`src/rtl/nrda_pkg.sv`:
```
// Shared types and constants for the nrda_div sequencing stage.
package nrda_pkg;

  typedef enum logic [1:0] {
    IDLE = 2'd0,
    WAIT = 2'd1,
    DONE = 2'd2
  } state_t;

  // Widest operand the helpers support; callers cast down to their own WIDTH.
  localparam int MAX_WIDTH = 128;

  localparam logic [MAX_WIDTH-1:0] DZ_Q  = '1;
  localparam logic [MAX_WIDTH-1:0] OVF_R = '0;

  function automatic logic [MAX_WIDTH-1:0] min_val(input int width);
    min_val = {{(MAX_WIDTH-1){1'b0}}, 1'b1} << (width - 1);
  endfunction

endpackage

```
`src/rtl/nrda_special_det.sv`:
```
// Detects divide-by-zero and MIN/-1 overflow and supplies their fixed results.
module nrda_special_det
  import nrda_pkg::*;
#(
  parameter int WIDTH = 32
) (
  input  logic [WIDTH-1:0] x,
  input  logic [WIDTH-1:0] y,
  output logic             is_dz,
  output logic             is_ovf,
  output logic [WIDTH-1:0] sp_q,
  output logic [WIDTH-1:0] sp_r
);

  localparam logic [WIDTH-1:0] MIN = WIDTH'(min_val(WIDTH));

  always_comb begin
    is_dz  = (y == '0);
    // Divide-by-zero wins; the two cases are disjoint anyway.
    is_ovf = !is_dz && (x == MIN) && (y == '1);
    sp_q   = is_dz ? WIDTH'(DZ_Q) : MIN;
    sp_r   = is_dz ? x : WIDTH'(OVF_R);
  end

endmodule

```
`src/rtl/nrda_div_seq.sv`:
```
// Multicycle sequencer around the combinational nrda_div divider.
// Optional out_dz/out_ovf flag ports are enabled by defining NRDA_DIV_FLAGS_EN.
//
// Handshakes: a transfer happens on a rising clk edge where valid && ready;
// valid never waits on ready, and payload is held while valid && !ready.
module nrda_div_seq
  import nrda_pkg::*;
#(
  parameter int WIDTH     = 32,
  parameter int MC_CYCLES = 4
) (
  input  logic             clk,
  input  logic             rst,
  input  logic             in_valid,
  output logic             in_ready,
  input  logic [WIDTH-1:0] in_x,
  input  logic [WIDTH-1:0] in_y,
  output logic [WIDTH-1:0] div_x,
  output logic [WIDTH-1:0] div_y,
  input  logic [WIDTH-1:0] div_q,
  input  logic [WIDTH-1:0] div_r,
  output logic             out_valid,
  input  logic             out_ready,
  output logic [WIDTH-1:0] out_q,
  output logic [WIDTH-1:0] out_r
`ifdef NRDA_DIV_FLAGS_EN
  ,
  output logic             out_dz,
  output logic             out_ovf
`endif
);

  state_t           state;
  state_t           state_next;
  logic [7:0]       cnt;
  logic             accept;
  logic             special;
  logic             is_dz;
  logic             is_ovf;
  logic [WIDTH-1:0] sp_q;
  logic [WIDTH-1:0] sp_r;

  nrda_special_det #(.WIDTH(WIDTH)) u_det (
    .x      (in_x),
    .y      (in_y),
    .is_dz  (is_dz),
    .is_ovf (is_ovf),
    .sp_q   (sp_q),
    .sp_r   (sp_r)
  );

  assign special = is_dz | is_ovf;
  assign accept  = in_valid & in_ready;

  always_ff @(posedge clk) begin
    if (rst) state <= IDLE;
    else     state <= state_next;
  end

  always_comb begin
    state_next = state;
    unique case (state)
      IDLE: if (in_valid) state_next = special ? DONE : WAIT;
      WAIT: if (cnt == 8'd0) state_next = DONE;
      // Retiring a result and taking the next request share one edge.
      DONE: if (out_ready) state_next = in_valid ? (special ? DONE : WAIT) : IDLE;
      default: state_next = IDLE;
    endcase
  end

  always_comb begin
    in_ready  = !rst && ((state == IDLE) || (state == DONE && out_ready));
    out_valid = (state == DONE);
  end

  always_ff @(posedge clk) begin
    if (rst) begin
      cnt   <= 8'd0;
      div_x <= '0;
      div_y <= '0;
      out_q <= '0;
      out_r <= '0;
`ifdef NRDA_DIV_FLAGS_EN
      out_dz  <= 1'b0;
      out_ovf <= 1'b0;
`endif
    end else if (accept) begin
      if (special) begin
        out_q <= sp_q;
        out_r <= sp_r;
`ifdef NRDA_DIV_FLAGS_EN
        out_dz  <= is_dz;
        out_ovf <= is_ovf;
`endif
      end else begin
        // div_x/div_y only move here, so the divider sees stable inputs all through WAIT.
        div_x <= in_x;
        div_y <= in_y;
        cnt   <= 8'(MC_CYCLES - 1);
      end
    end else if (state == WAIT) begin
      if (cnt != 8'd0) begin
        cnt <= cnt - 8'd1;
      end else begin
        out_q <= div_q;
        out_r <= div_r;
`ifdef NRDA_DIV_FLAGS_EN
        out_dz  <= 1'b0;
        out_ovf <= 1'b0;
`endif
      end
    end
  end

endmodule

```
`config.mk`:
```
export PLATFORM = sky130hd
export DESIGN_NAME = nrda_div_seq
export DESIGN_NICKNAME = d
export VERILOG_FILES = /design/src/rtl/nrda_pkg.sv /design/src/rtl/nrda_special_det.sv /design/src/rtl/nrda_div_seq.sv
export SDC_FILE = /design/constraint.sdc
export NUM_CORES = 1
export LEC_CHECK = 0
export CAP_MARGIN = 20
export CORE_ASPECT_RATIO = 1.25
export CORE_MARGIN = 10
export CORE_UTILIZATION = 30
export CTS_CLUSTER_SIZE = 14
export DETAILED_ROUTE_END_ITERATION = 7
export PLACE_DENSITY_LB_ADDON = 0.25
export SKIP_CTS_REPAIR_TIMING = 1
export SLEW_MARGIN = 20
export SYNTH_ARGS = -nofsm -noshare
export SYNTH_HDL_FRONTEND = slang
export SYNTH_SLANG_ARGS = --single-unit
```
`constraint.sdc`:
```
create_clock -name clk -period 8.53 [get_ports clk]
set_clock_uncertainty 0.15 [all_clocks]
set_input_delay 2.559 -clock clk [delete_from_list [all_inputs] [get_ports clk]]
set_output_delay 2.559 -clock clk [all_outputs]
set_load 0.01 [all_outputs]
```
==> flow_metrics.env <==
export IMPL_crit_path_start_kind="input port"
export IMPL_hold_start="out_q[5]"
export IMPL_netlist_cell_type_count=49
export IMPL_worstReg2RegEnd="out_r[0]"
export IMPL_drc=0
export IMPL_floorplan_die_height_um=180
export IMPL_reg2regPathDepth=7
export IMPL_data_arrival_time_of_the_critical_path_ns=3.98
export IMPL_power_per_cell_area_mw_per_mm2=208
export IMPL_status="complete, no violations"
export IMPL_grt_max_degree=68
export IMPL_layout_filler_cells=2040
export IMPL_synth_top_cell_area_share_pct=45.1
export IMPL_crit_required_ns=5.82
export IMPL_fp_dieW_um=148
export IMPL_rsz0062_at_grt="no"
export IMPL_netSwitchingPower_mw=0.612
export IMPL_preCtsSetupSlack_ns=1.85
export IMPL_synth_seq_cells=138
export IMPL_transition_time_of_the_tightest_slew_check_pin_ns=0.891
export IMPL_synth_top_area_cell="sky130_fd_sc_hd__dfxtp_1"
export IMPL_vias_per_cell=4.86
export IMPL_worstReg2RegStart="cnt[2]"
export IMPL_hold_endpoint="out_q[5]"
export IMPL_synth_yosys_warnings=0
export IMPL_gp_routability_congestion=0.795
export IMPL_finalHoldViolCount=0
export IMPL_grt_overflow=0
export IMPL_routed_wl_um=24400
export IMPL_layout_drive_gt1_share_pct=8.94
export IMPL_layout_core_utilization_pct=47.4
export IMPL_vias=6264
export IMPL_internal_power_mw=1.37
export IMPL_antenna_found_initial=2
export IMPL_ir_drop_uv=135
export IMPL_totalPowerFinal_mw=1.99
export IMPL_timing_final_crit_share_pct=78.4
export IMPL_drtPass1Iterations=4
export IMPL_worst_hold_slack_ns=0.300
export IMPL_clock_sinks=138
export IMPL_layout_common_cells="260 x sky130_fd_sc_hd__nand2_1, 260 x sky130_fd_sc_hd__clkdlybuf4s50_1, 138 x sky130_fd_sc_hd__dfxtp_1"
export IMPL_switching_share_pct=30.8
export IMPL_cts_buffers=17
export IMPL_power_leakage_nw=3.22
export IMPL_cp_end_kind="primary output"
export IMPL_layout_nets=1139
export IMPL_syn_instance_count=772
export IMPL_gr_usage_total_pct=17.9
export IMPL_slew_viol_final=0
export IMPL_cts_buffer_depth=2
export IMPL_core_region_area_sq_mm=0.0201
export IMPL_initial_core_util_pct=30.5
export IMPL_first_global_vias=6369
export IMPL_fin_crit_ns=6.69
export IMPL_synth_top_cells_by_area="sky130_fd_sc_hd__dfxtp_1 45%, sky130_fd_sc_hd__nand2_1 16%, sky130_fd_sc_hd__a21oi_1 8.1%"
export IMPL_share_of_synthesized_area_occupied_by_flip_flops_and_latches_pct=45.1
export IMPL_p_seq_share_pct=37.9
export IMPL_worstPathMaxFanout=3
export IMPL_die_area_sq_mm=0.0266
export IMPL_post_route_setup_tns_ns=0
export IMPL_area_sequential_sq_mm=0.00276
export IMPL_power_clock_fraction_pct=36.2
export IMPL_rows=58
export IMPL_boundaryPins=262
export IMPL_htreeDepth=4
export IMPL_post_synth_instance_area_sq_mm=0.00613
export IMPL_root_buffer="sky130_fd_sc_hd__clkbuf_16"
export IMPL_synth_fp_nets=906
export IMPL_synth_edff_count=0
export IMPL_placement_io_buffers=261
export IMPL_max_slew_margin_rel_pct=40.5
export IMPL_drtIter0Drc=352
export IMPL_dpl_hpwl_um=17300
export IMPL_antenna_left=0
export IMPL_clock_latency_ns=0.42
export IMPL_maxCapViolCount=0
export IMPL_tritoncts="done"
export IMPL_syn_to_final_growth_pct=55.6
export IMPL_comb_power_share_pct=25.9
export IMPL_hold_class="flop to flop"
export IMPL_crit_type="input port to primary output"
export IMPL_global_route_wire_length_before_repair_um=37700
export IMPL_cts_clock_pin_slew_for_the_worst_setup_and_hold_paths_ns=0.06
export IMPL_timing_final_setup_violations=0
export IMPL_wl_per_cell_um=18.9
export IMPL_synth_avg_cell_area_sq_um=7.94
export IMPL_synth_top_flop_cell="sky130_fd_sc_hd__dfxtp_1"
export IMPL_hold_depth=2
export IMPL_clock_fmax_ghz=0.149
export IMPL_r2r_setup_slk_ns=5.53
export IMPL_ys_async_sr_fraction_pct=0
export IMPL_finalWorstSetupSlack_ns=1.84
export IMPL_multi_input_combinational_cell_area_sq_mm=0.00315
## state kept, by name, summed over array words and instances (netlist names)
name / count
div_x: 32
div_y: 32
state: 2
out_r: 32
cnt: 8
out_q: 32
## metal layers
metal | up-vias | share of wire, % | GRT usage (%)
met3 | 19 | 7.4 | 6.96
met1 | 2940 | 43 | 20.5
met2 | 171 | 49 | 30.1
met5 | - | 0 | 0
li1 | 3134 | - | -
met4 | 0 | 1.3 | 5.00
## worst max-delay path, stage by stage
cell	delay, ns
sky130_fd_sc_hd__clkdlybuf4s50_1	0.46
sky130_fd_sc_hd__nor2b_1	0.06
sky130_fd_sc_hd__nor3_1	0.28
sky130_fd_sc_hd__clkdlybuf4s50_1	0.61
## cells in the mapped netlist (all sizes together) (2+ instances only)
cell	n
nor2b	4
nand4b	3
ha	2
and2	2
or3	3
a2111oi	33
clkbuf	40
a221oi	2
nor2	43
or4b	3
dfxtp	138
a21oi	100
or4	4
nand3	2
o21ai	36
a211oi	2
nand2	260
nand4	8
buf	17
nor4	13
a31o	2
nor3	8
inv	4
and3	34
or2	2
## through the flow
step | cell area (sq um) | cells
global placement | 8940 | 1255
floorplan | 6130 | 772
global route | 9530 | 1288
CTS | 9510 | 1287
detailed placement | 8940 | 1255
finish | 9540 | 1289
## cell type report
type                    instances  share of cell area [%]
repair buffers                271                    28.4
clock inverters                14                    1.43
inverters                       4                   0.157
diodes                          1                  0.0262
well taps                     270                    3.54
multi-input cells             573                    33.0
flip-flops and latches        138                    29.0
clock buffers                  18                    4.50
## how the worst max path moves through the flow
stage	slack [ns]	from	to	cells past startpoint
floorplan	2.88	out_ready	in_ready	2
detailed placement	1.85	out_ready	in_ready	4
global placement	1.89	out_ready	in_ready	4
CTS	1.84	out_ready	in_ready	4
global route	1.77	out_ready	in_ready	4
finish	1.84	out_ready	in_ready	4
## power groups by stage
stage | logic [mW] | clock network (mW) | registers (mW)
finish | 0.515 | 0.719 | 0.752
floorplan | 0.233 | 0 | 0.789
CTS | 0.523 | 0.741 | 0.753
detailed placement | 0.521 | 0 | 0.766
global placement | 0.517 | 0 | 0.763
global route | 0.565 | 0.767 | 0.761
## logic make-up after synthesis
| logic type | after synthesis | share of synthesized area [%] |
|---|---|---|
| AOI/OAI and AO/OA | 177 | 20.5 |
| adders and majority gates | 2 | 0.408 |
| buffers and inverters | 61 | 4.08 |
| DFF | 138 | 45.1 |
| muxes | 1 | 0.245 |
| and+or+nand+nor | 393 | 29.7 |
No activity file was read; power rests on OpenSTA's default activity.
